<file path="config.mk">
export PLATFORM = sky130hd
export DESIGN_NAME = main
export DESIGN_NICKNAME = d
export VERILOG_FILES = /design/src/rtl/main_pkg.sv /design/src/rtl/main_alu_core.sv /design/src/rtl/main.sv
export SDC_FILE = /design/constraint.sdc
export NUM_CORES = 1
export LEC_CHECK = 0
export BUFFER_PORTS_ARGS = -buffer_cell sky130_fd_sc_hd__buf_4
export CAP_MARGIN = 40
export CORE_MARGIN = 2
export CORE_UTILIZATION = 45
export CTS_BUF_LIST = sky130_fd_sc_hd__clkbuf_8
export DETAILED_ROUTE_END_ITERATION = 8
export PLACE_DENSITY_LB_ADDON = 0.15
export SLEW_MARGIN = 20
export SYNTH_ARGS = -nofsm -noshare
export SYNTH_HDL_FRONTEND = slang
export SYNTH_SLANG_ARGS = --single-unit
export TNS_END_PERCENT = 20
</file>
<file path="constraint.sdc">
create_clock -name clk -period 3.41 [get_ports clk]
set_input_delay 0.341 -clock clk [delete_from_list [all_inputs] [get_ports clk]]
set_output_delay 0.341 -clock clk [all_outputs]
set_load 0.02 [all_outputs]
</file>
<file path="src/rtl/main_pkg.sv">
// Shared encodings for the operand-register FSM and the ALU operation select.
package main_pkg;

   typedef enum logic [1:0] {
      ST_CLEAR = 2'b00,
      ST_LOAD  = 2'b01,
      ST_HOLD  = 2'b10,
      ST_OFF   = 2'b11
   } state_t;

   localparam int SEL_PERSIST = 2;
   localparam int SEL_LOAD    = 1;
   localparam int SEL_CLEAR   = 0;

   localparam int OP_ADD = 6;
   localparam int OP_SUB = 5;
   localparam int OP_AND = 4;
   localparam int OP_OR  = 3;
   localparam int OP_XOR = 2;
   localparam int OP_NOT = 1;
   localparam int OP_SHL = 0;

   localparam logic [2:0] CMD_PERSIST = 3'b001 << SEL_PERSIST;
   localparam logic [2:0] CMD_LOAD    = 3'b001 << SEL_LOAD;
   localparam logic [2:0] CMD_CLEAR   = 3'b001 << SEL_CLEAR;

endpackage

</file>
<file path="src/rtl/main_alu_core.sv">
// Combinational 8-bit ALU; any select that is not exactly one-hot yields zero.
module alu_core
   import main_pkg::*;
(
   input  logic [7:0] a,
   input  logic [7:0] b,
   input  logic [6:0] op,
   output logic [7:0] y
);

   // Operation decode; carries and borrows fall off the 8-bit result.
   always_comb begin
      y = 8'h00;
      case (op)
         7'b0000001 << OP_ADD: y = a + b;
         7'b0000001 << OP_SUB: y = a - b;
         7'b0000001 << OP_AND: y = a & b;
         7'b0000001 << OP_OR:  y = a | b;
         7'b0000001 << OP_XOR: y = a ^ b;
         7'b0000001 << OP_NOT: y = ~a;
         7'b0000001 << OP_SHL: y = a << 1;
         default:              y = 8'h00;
      endcase
   end

endmodule

</file>
<file path="src/rtl/main.sv">
// Operand-register FSM (clear/load/hold/off) feeding a one-hot selected ALU.
module main
   import main_pkg::*;
(
   input  logic       clk,
   input  logic       rst,
   input  logic       on,
   input  logic [2:0] in_sel,
   input  logic [7:0] num1,
   input  logic [7:0] num2,
   input  logic [6:0] out_sel,
   output logic [7:0] final1,
   output logic [7:0] final2,
   output logic [7:0] out,
   output logic [1:0] currState,
   output logic [1:0] nextState
);

   state_t     state;
   state_t     next_state;
   logic [7:0] op_a;
   logic [7:0] op_b;
   logic [7:0] alu_y;

   // Next-state decode; unrecognised or multi-hot commands keep the current state.
   always_comb begin
      next_state = state;
      if (!on) begin
         next_state = ST_OFF;
      end else begin
         case (in_sel)
            CMD_CLEAR:   next_state = ST_CLEAR;
            CMD_LOAD:    next_state = ST_LOAD;
            CMD_PERSIST: next_state = ST_HOLD;
            default:     next_state = state;
         endcase
      end
   end

   // State and operand registers; operands follow the state being entered.
   always_ff @(posedge clk or negedge rst) begin
      if (!rst) begin
         state <= ST_CLEAR;
         op_a  <= 8'h00;
         op_b  <= 8'h00;
      end else begin
         state <= next_state;
         case (next_state)
            ST_LOAD: begin
               op_a <= num1;
               op_b <= num2;
            end
            ST_CLEAR: begin
               op_a <= 8'h00;
               op_b <= 8'h00;
            end
            default: begin
               op_a <= op_a;
               op_b <= op_b;
            end
         endcase
      end
   end

   alu_core u_alu (
      .a  (op_a),
      .b  (op_b),
      .op (out_sel),
      .y  (alu_y)
   );

   // Result is forced to zero when off or cleared (e.g. ~A would otherwise show 0xFF).
   always_comb begin
      if ((state == ST_OFF) || (state == ST_CLEAR)) begin
         out = 8'h00;
      end else begin
         out = alu_y;
      end
   end

   assign final1    = op_a;
   assign final2    = op_b;
   assign currState = state;
   assign nextState = next_state;

endmodule

</file>
==> results.py, run 1 <==
metrics = {
    "logic_synthesis": {
        "synth_nets": 304,
        "synth_commonest_cells": "nand2_1 (37), o21ai_0 (26), ha_1 (24), dfrtp_1 (18), inv_1 (18)",
        "ys_types": 48,
        "synthArstFlopShare_pct": 100,
        "synth_edf_count": 0,
        "post-synth-top-count-cell": "nand2_1",
        "synth_warnings": 0,
        "synth-main-ff-cell": "dfrtp_1",
        "synth.area.top_cells": "dfrtp_1 (23%), ha_1 (16%), nand2_1 (7.2%)",
        "synth_top_area_share_pct": 23.4,
        "netlist_area_um2": 1930,
        "syn_inst": 250,
        "yosysTopAreaCell": "dfrtp_1",
        "yosysSeqAreaShare_pct": 23.4,
        "syn_avg_cell_area_um2": 7.71,
        "synth-seq-cells": 18,
    },
    "timing": {
        "rsz0062_at_grt": "yes",
        "final.setup.worst_slack_ps": -150,
        "maxSlewViolCount": 0,
        "worst_clock_skew_ps": 3.77,
        "period_share_pct": 104,
        "maxSlewHeadroom_pct": 53.6,
        "hold_viol": 0,
        "worst_slew_pin_slew_ps": 690,
        "setup_viol": 4,
        "final.min_clock_period_ps": 3560,
        "max_freq_mhz": 281,
    },
    "routing": {
        "post_drt_wl_per_cell_um": 14.3,
        "post-route-drc-count": 0,
        "drt-pass1-iter-count": 4,
        "drtIter0Drc": 102,
        "vias": 2047,
        "avgViaCountPerCell": 5.50,
        "ant_nets": 0,
        "wl_mm": 5.33,
    },
    "pwr": {
        "power_density_nw_per_um2": 468,
        "max-vdd-ir-drop_v": 0.000386,
        "leakage_nw": 1.23,
        "finalPower_mw": 1.25,
    },
    "global_route": {
        "track_usage_pct": 22.5,
        "antenna_found_initial": 0,
        "first_global_vias": 2034,
        "grt.overflow.total": 0,
        "grt_start_max_net_pins": 20,
        "grt_pass1_wl_mm": 9.18,
    },
    "die": {
        "die_h_um": 69.5,
        "coreArea_um2": 4060,
        "dieArea_um2": 4820,
        "start_util_pct": 47.5,
        "ioPinCount": 57,
        "die_x_um": 69.5,
        "num_rows": 23,
    },
    "cts": {
        "clk_pin_slew_ps": 70,
        "clk_path_buf_depth": 2,
        "clock_sinks": 18,
        "htreeDepth": 1,
        "numCtsBuffers": 3,
        "clock_latency_ps": 240,
        "cts_tree": "done",
        "cts_root_buf": "clkbuf_8",
    },
    "setup_path": {
        "reg2regPathDepth": 5,
        "crit_type": "primary input to primary output",
        "path_max_fanout": 2,
        "worstSetupStartpointType": "primary input",
        "worstSetupEndpointType": "primary output",
        "critPathArrivalTime_ps": 3220,
        "crit_required_ps": 3070,
    },
    "layout": {
        "finalInstanceArea_um2": 2680,
        "diodes": 0,
        "fin_util_pct": 66.0,
        "drive_above_1_share_pct": 31.4,
        "stdcell_count": 372,
        "num-fill-cells": 370,
        "area_delta_synth_final_pct": 38.9,
        "nets": 377,
    },
    "status": {
        "outcome": "finished with violations",
        "violations": "setup timing",
    },
    "placed_design": {
        "io_buffers": 56,
        "dp_hpwl_mm": 4.44,
        "dp.cells": 367,
        "placed_cell_area_um2": 2590,
        "gp_congestion": 0.923,
    },
    "run": {
        "maxCapViolations": 0,
    },
    "hold_path": {
        "min_path_type": "primary input to flop",
        "holdPathStages": 3,
    },
}
[worst paths after layout]
kind	from	end	slack (ps)
setup reg to reg	currState[1]	final2[3]	1700
hold / removal	num1[3]	final1[3]	340
hold reg to reg	final2[7]	final2[7]	590
min in group asynchronous	rst	final2[0]	490
max in group asynchronous	rst	final1[6]	2720
setup / recovery	out_sel[1]	out[7]	-150
[final cells by class]
cell class	instances	area, um2	share of cell area (%)
multi-input combinational	204	1450	54.0
timing repair buffer	78	596	22.2
sequential	18	450	16.8
inverter	18	67.6	2.52
tap	50	62.6	2.34
clock buffer	4	55.1	2.06
[registers in the layout, summed over array words and instances, names as in the netlist]
name and flops:
currState 2, final1 8, final2 8
[metrics by stage]
| stage | TNS, ps | hold WS, ps | setup WS (ps) |
|---|---|---|---|
| after floorplan | -393 | 45.4 | -105 |
| after global placement | -711 | 218 | -198 |
| after detailed placement | -826 | 222 | -237 |
| after CTS | -652 | 341 | -179 |
| after global routing | -982 | 339 | -270 |
| final | -512 | 339 | -150 |
[report_power, final]
part	internal, mW	total (mW)	switching (mW)
Clock	0.102	0.166	0.0635
Combinational	0.376	0.748	0.372
Sequential	0.253	0.339	0.0856
Total	0.731	1.25	0.521
[cells by family (layout without fill, tap and decap cells)]
family / count (synthesis) / in the layout / synth area share, %
muxes: 1 / 1 / 0.584
AOI/OAI and AO/OA: 80 / 80 / 26.0
DFF: 18 / 18 / 23.4
adders and majority gates: 25 / 25 / 16.6
xor gates and xnor gates: 9 / 9 / 4.09
and+or+nand+nor: 89 / 89 / 23.1
buffers and inverters: 28 / 100 / 6.29
[layout by cell type, fill, tap and decap left out, types with 2 or more instances in the layout]
master / n
buf_4: 75
nand2_1: 37
o21ai_0: 24
ha_1: 23
dfrtp_1: 18
inv_1: 17
nor2_1: 16
a21oi_1: 11
a22oi_1: 10
o22ai_1: 7
xnor2_1: 6
nor3_1: 5
nor2b_1: 5
nand2b_1: 4
clkbuf_8: 4
nand3_1: 3
a31oi_1: 3
or3_1: 3
o21a_1: 3
xor2_1: 3
or4_4: 2
o21ai_1: 2
a21oi_2: 2
o211ai_1: 2
a31oi_4: 2
a221oi_1: 2
buf_6: 2
[worst max-delay path: stages]
cell      delay [ps]
buf_4            110
or4_4            530
or4b_4           520
mux2_4           240
inv_2             30
ha_1             260
nor2b_4          140
o211ai_1         110
a31o_2           230
or4_4            430
a31oi_4          140
buf_6            130
[layer usage]
layer / global-route usage, % / vias to the layer above / wire, um
li1: - / 1042 / -
met1: 29.1 / 940 / 2410
met2: 39.9 / 57 / 2590
met3: 2.62 / 8 / 251
met4: 5.66 / 0 / 80
met5: 0 / - / 0
[timing repair]
item | in CTS | in global routing
setup buffers | 0 | 0
setup endpoints to repair | 4 | 5
hold endpoints to repair | 18 | 0
pin swaps | 2 | 1
cloned | 0 | 0
resized for setup | 7 | 3
hold buffers | 1 | 0
No activity file was read; power rests on OpenSTA's default activity.
==> inputs of run 2 (changes only) <==
--- a/config.mk
+++ b/config.mk
@@ -6,12 +6,12 @@
 export NUM_CORES = 1
 export LEC_CHECK = 0
 export BUFFER_PORTS_ARGS = -buffer_cell sky130_fd_sc_hd__buf_4
-export CAP_MARGIN = 40
 export CORE_MARGIN = 2
 export CORE_UTILIZATION = 45
 export CTS_BUF_LIST = sky130_fd_sc_hd__clkbuf_8
 export DETAILED_ROUTE_END_ITERATION = 8
 export PLACE_DENSITY_LB_ADDON = 0.15
+export SKIP_LAST_GASP = 1
 export SLEW_MARGIN = 20
 export SYNTH_ARGS = -nofsm -noshare
 export SYNTH_HDL_FRONTEND = slang
==> run 2 against run 1 <==
Compared with the run above:
- the run still ends with setup timing left
- design area decreased by 0.14%
- global-route usage is essentially flat
- non-clock buffer count fell by 1
- first-iteration DRC count is 15% higher
- via count grew 2.1%
- routed wire length is 1.5% higher
==> results.py, run 2 (same netlist as run 1, synthesis figures left out) <==
metrics = {
    "routing": {
        "met3_wirelength_um": 241,
        "wl_mm": 5.41,
        "drt-pass1-iter-count": 4,
        "post_drt_wl_per_cell_um": 14.6,
        "post-route-drc-count": 0,
        "wl_met2_mm": 2.73,
        "vias": 2091,
        "avgViaCountPerCell": 5.64,
        "ant_nets": 0,
        "drtIter0Drc": 117,
        "highest_layer": "met4",
        "met1Wirelength_mm": 2.38,
    },
    "layout": {
        "final_cell_mix": "buf_4 (74), nand2_1 (37), o21ai_0 (25), ha_1 (24)",
        "nets": 376,
        "drive_above_1_share_pct": 30.8,
        "num-fill-cells": 370,
        "fin_util_pct": 65.9,
        "area_delta_synth_final_pct": 38.7,
        "diodes": 0,
        "final_common_cell": "buf_4",
    },
    "setup_path": {
        "crit_chain": "buf_4, or4_4, or4b_4, mux2_4, inv_1, ha_1, nor2b_2, o211ai_1, a31o_2, or4_4, a31oi_4, buf_6",
        "worstSetupEndpointType": "primary output",
        "crit-reg2reg-launch": "currState[1]",
        "cp_slowest_cell": "or4_4",
        "path_max_fanout": 2,
        "r2r_slack_ps": 1720,
        "critPathLaunch": "out_sel[1]",
        "crit_type": "primary input to primary output",
        "cpPeakStageDelay_ps": 530,
        "critPathArrivalTime_ps": 3260,
        "cp-endpoint": "out[7]",
        "rr_endpoint": "final2[3]",
        "crit_required_ps": 3070,
        "reg2regPathDepth": 5,
        "path_common_cell": "or4_4",
        "worstSetupStartpointType": "primary input",
    },
    "placed_design": {
        "io_buffers": 56,
        "dp_hpwl_mm": 4.42,
        "gp_congestion": 0.923,
    },
    "timing": {
        "final.min_clock_period_ps": 3600,
        "maxSlewViolCount": 0,
        "worst_clock_skew_ps": 0.686,
        "hold_viol": 0,
        "maxSlewHeadroom_pct": 38.3,
        "worst_slew_pin_slew_ps": 924,
        "final.setup.worst_slack_ps": -190,
        "setup_viol": 4,
        "period_share_pct": 106,
        "rsz0062_at_grt": "yes",
        "max_freq_mhz": 278,
    },
    "global_route": {
        "grt.overflow.total": 0,
        "grt_pass1_wl_mm": 9.11,
        "first_global_vias": 2007,
        "track_usage_pct": 22.5,
        "grt_start_max_net_pins": 20,
        "antenna_found_initial": 0,
    },
    "cts": {
        "numCtsBuffers": 3,
        "cts_root_buf": "clkbuf_8",
        "clk_path_buf_depth": 2,
        "clock_sinks": 18,
        "clock_latency_ps": 250,
        "cts_tree": "done",
        "htreeDepth": 1,
        "clk_pin_slew_ps": 70,
        "postCtsSetupRepairBufs": 0,
    },
    "pwr": {
        "power_density_nw_per_um2": 471,
        "leakage_nw": 1.23,
        "finalPower_mw": 1.26,
        "max-vdd-ir-drop_v": 0.000393,
    },
    "die": {
        "start_util_pct": 47.5,
        "ioPinCount": 57,
        "die_h_um": 69.5,
        "num_rows": 23,
        "coreArea_um2": 4060,
        "dieArea_um2": 4820,
        "die_x_um": 69.5,
    },
    "run": {
        "maxCapViolations": 0,
    },
    "status": {
        "outcome": "finished with violations",
        "violations": "setup timing",
    },
    "hold_path": {
        "min_path_type": "primary input to flop",
        "holdPathStages": 3,
    },
}
==> run 2: changes by cell type in the layout (fill, tap and decap cells not counted) <==
cell / previous run / this run
o21ai_0: 24 / 25
a21oi_2: 2 / 1
a21oi_4: 0 / 1
o21ai_1: 2 / 0
buf_4: 75 / 74
ha_1: 23 / 24
o21ai_2: 0 / 1
nor2b_2: 0 / 1
inv_2: 1 / 0
ha_2: 1 / 0
inv_1: 17 / 18
nor2b_4: 1 / 0
==> run 2: layer usage <==
metal	GRT usage, %	vias to the layer above
met5	0	-
met3	1.16	6
li1	-	1041
met4	6.54	0
met2	40.1	74
met1	29.4	970
==> run 2: worst min path at each step <==
stage                     startpoint            to  slack (ps)
after global placement           rst     final2[0]         220
after CTS                    num2[0]     final2[0]         340
after floorplan                  rst  currState[0]          50
final                        num2[0]     final2[0]         330
after detailed placement         rst     final2[0]         220
after global routing         num2[0]     final2[0]         340
==> run 2: timing repair <==
item                       CTS  global route
hold endpoints to repair    18             0
hold buffers                 1             0
pin swaps                    1             4
resized for setup            3             5
cloned                       0             0
setup endpoints to repair    4             5
==> run 2: report_power, final <==
group	switching [mW]	internal (mW)	leakage, nW	total [mW]
clock network	0.0670	0.102	0.0288	0.169
logic	0.381	0.372	0.978	0.753
registers	0.0852	0.253	0.222	0.338
total	0.533	0.727	1.23	1.26
==> run 2: critical path: cells and delay by family <==
kind | cells | cell delay [ps]
compound gates | 3 | 520
fa+ha+maj | 1 | 250
buf+inv | 3 | 290
mux | 1 | 230
simple gates | 4 | 1630
==> run 2: cell type report <==
class | instances | area (um2) | share of cell area, %
timing repair buffer | 77 | 588 | 22.0
inverter | 18 | 67.6 | 2.53
sequential | 18 | 450 | 16.8
multi-input combinational | 204 | 1450 | 54.2
tap | 50 | 62.6 | 2.34
clock buffer | 4 | 55.1 | 2.06
==> run 2: per-stage QoR <==
step	hold WS [ps]	TNS [ps]	area, um2	worst slack, ps	std cells
floorplan	45.4	-393	2000	-105	250
global placement	218	-711	2580	-198	366
detailed placement	223	-860	2580	-240	366
CTS	337	-793	2650	-208	371
global route	336	-1270	2670	-304	371
finish	335	-667	2670	-190	371
==> inputs of run 3 (changes only) <==
--- a/config.mk
+++ b/config.mk
@@ -10,6 +10,7 @@
 export CORE_UTILIZATION = 45
 export CTS_BUF_LIST = sky130_fd_sc_hd__clkbuf_8
 export DETAILED_ROUTE_END_ITERATION = 8
+export MAX_ROUTING_LAYER = met4
 export PLACE_DENSITY_LB_ADDON = 0.15
 export SKIP_LAST_GASP = 1
 export SLEW_MARGIN = 20
==> run 3 against run 2 <==
Compared with the run above:
- the run still ends with setup timing left
- worst hold slack is essentially flat
- core utilization is the same
- count of clock-buffer cells in the layout unchanged
- critical path depth unchanged
- first-iteration DRC count increased by 1.7%
- combinational power is essentially flat
- global-route usage is 0.64 points higher
- final cell count unchanged
- critical path type unchanged
- critical endpoint unchanged
- largest cell class unchanged
- largest power group unchanged
==> results.py, run 3 (same netlist as run 1, synthesis figures left out) <==
metrics = {
    "timing": {
        "maxSlewViolCount": 0,
        "final.setup.worst_slack_ps": -190,
        "final.min_clock_period_ps": 3600,
        "setup_viol": 4,
        "worst_slew_pin_slew_ps": 923,
        "whs_ps": 335,
        "max_freq_mhz": 278,
        "maxSlewHeadroom_pct": 38.4,
        "worst_clock_skew_ps": 2.14,
        "hold_viol": 0,
        "rsz0062_at_grt": "yes",
        "period_share_pct": 106,
    },
    "pwr": {
        "seq_power_share_pct": 26.9,
        "pwr-share-comb_pct": 59.8,
        "p_sw_mw": 0.532,
        "clkPwrFrac_pct": 13.3,
        "p_int_mw": 0.727,
        "p_sw_share_pct": 42.2,
        "leakage_nw": 1.23,
        "power_density_nw_per_um2": 471,
        "max-vdd-ir-drop_v": 0.000390,
    },
    "die": {
        "num_rows": 23,
        "ioPinCount": 57,
        "coreArea_um2": 4060,
        "die_h_um": 69.5,
        "start_util_pct": 47.5,
        "die_x_um": 69.5,
        "dieArea_um2": 4820,
    },
    "layout": {
        "area_delta_synth_final_pct": 38.7,
        "num-fill-cells": 370,
        "drive_above_1_share_pct": 30.8,
        "diodes": 0,
        "final_cell_mix": "buf_4 (74), nand2_1 (37), o21ai_0 (25), ha_1 (24)",
        "nets": 376,
        "final_common_cell": "buf_4",
    },
    "setup_path": {
        "critPathArrivalTime_ps": 3260,
        "crit_required_ps": 3070,
        "path_max_fanout": 2,
        "cpPeakStageDelay_ps": 530,
        "worstSetupStartpointType": "primary input",
        "worstSetupEndpointType": "primary output",
        "crit_chain": "buf_4, or4_4, or4b_4, mux2_4, inv_1, ha_1, nor2b_2, o211ai_1, a31o_2, or4_4, a31oi_4, buf_6",
        "r2r_slack_ps": 1730,
        "cp_slowest_cell": "or4_4",
        "crit_type": "primary input to primary output",
        "path_common_cell": "or4_4",
    },
    "routing": {
        "wl_mm": 5.43,
        "avgViaCountPerCell": 5.61,
        "ant_nets": 0,
        "drt-pass1-iter-count": 4,
        "post_drt_wl_per_cell_um": 14.6,
        "vias": 2082,
        "drtIter0Drc": 119,
        "post-route-drc-count": 0,
    },
    "run": {
        "maxCapViolations": 0,
    },
    "cts": {
        "clk_pin_slew_ps": 60,
        "clk_path_buf_depth": 2,
        "clock_sinks": 18,
        "postCtsSetupRepairBufs": 0,
        "clock_latency_ps": 250,
        "htreeDepth": 1,
        "cts_tree": "done",
        "cts_root_buf": "clkbuf_8",
        "numCtsBuffers": 3,
    },
    "global_route": {
        "first_global_vias": 2004,
        "use_met1_pct": 29.3,
        "grtUsageMet2_pct": 40.1,
        "grt.busiest_layer": "met2",
        "grt_start_max_net_pins": 20,
        "grt.overflow.total": 0,
        "track_usage_pct": 23.2,
        "antenna_found_initial": 0,
        "grt_pass1_wl_mm": 9.10,
        "grt_use_met3_pct": 1.31,
    },
    "placed_design": {
        "io_buffers": 56,
        "gp_congestion": 0.940,
        "dp_hpwl_mm": 4.42,
        "pre_cts_ws_ps": -240,
    },
    "status": {
        "outcome": "finished with violations",
        "violations": "setup timing",
    },
    "hold_path": {
        "min_path_type": "primary input to flop",
    },
}
run 3: power groups by stage:
stage	clock network, mW	registers [mW]	logic, mW
2_1_floorplan	0	0.364	0.414
3_3_place_gp	0	0.340	0.706
3_5_place_dp	0	0.341	0.726
4_1_cts	0.170	0.338	0.732
5_1_grt	0.181	0.348	0.845
6_report	0.168	0.338	0.753
run 3: final timing paths:
path                              to  cells after the start          from
setup / recovery              out[7]                     12    out_sel[1]
hold / removal             final2[0]                      3       num2[0]
setup reg to reg           final2[3]                      5  currState[1]
hold reg to reg            final2[7]                      2     final2[7]
max in group asynchronous  final1[6]                      2           rst
min in group asynchronous  final1[0]                      2           rst
run 3: layout make-up:
class,count,area [um2],share of cell area (%)
clock buffer,4,55.1,2.06
inverter,18,67.6,2.53
multi-input combinational,204,1450,54.2
sequential,18,450,16.8
tap,50,62.6,2.34
timing repair buffer,77,588,22.0
run 3: per-layer routing:
metal / vias up / part of all wire [%]
met5: - / 0
met4: 0 / 1.3
met3: 6 / 4.6
met2: 74 / 50
met1: 961 / 44
li1: 1041 / -
run 3: critical path, delay by kind of cell:
family          cells  cell delay, ps
simple gates        4            1630
compound gates      3             520
buf+inv             3             290
fa+ha+maj           1             250
mux                 1             230
run 3: what timing repair did:
action | CTS | global route
endpoints found under the setup margin | 4 | 5
pin swaps | 1 | 4
endpoints found under the hold margin | 18 | 0
hold buffers | 1 | 0
resized for setup | 3 | 5
run 3: stage by stage:
step,std cells,area (um2),total power [mW],utilization [%],setup TNS [ps]
6_report,371,2670,1.26,65.9,-667
5_1_grt,371,2670,1.37,65.9,-1270
4_1_cts,371,2650,1.24,65.4,-793
3_5_place_dp,366,2580,1.07,63.6,-860
3_3_place_gp,366,2580,1.05,63.6,-711
2_1_floorplan,250,2000,0.778,-,-393
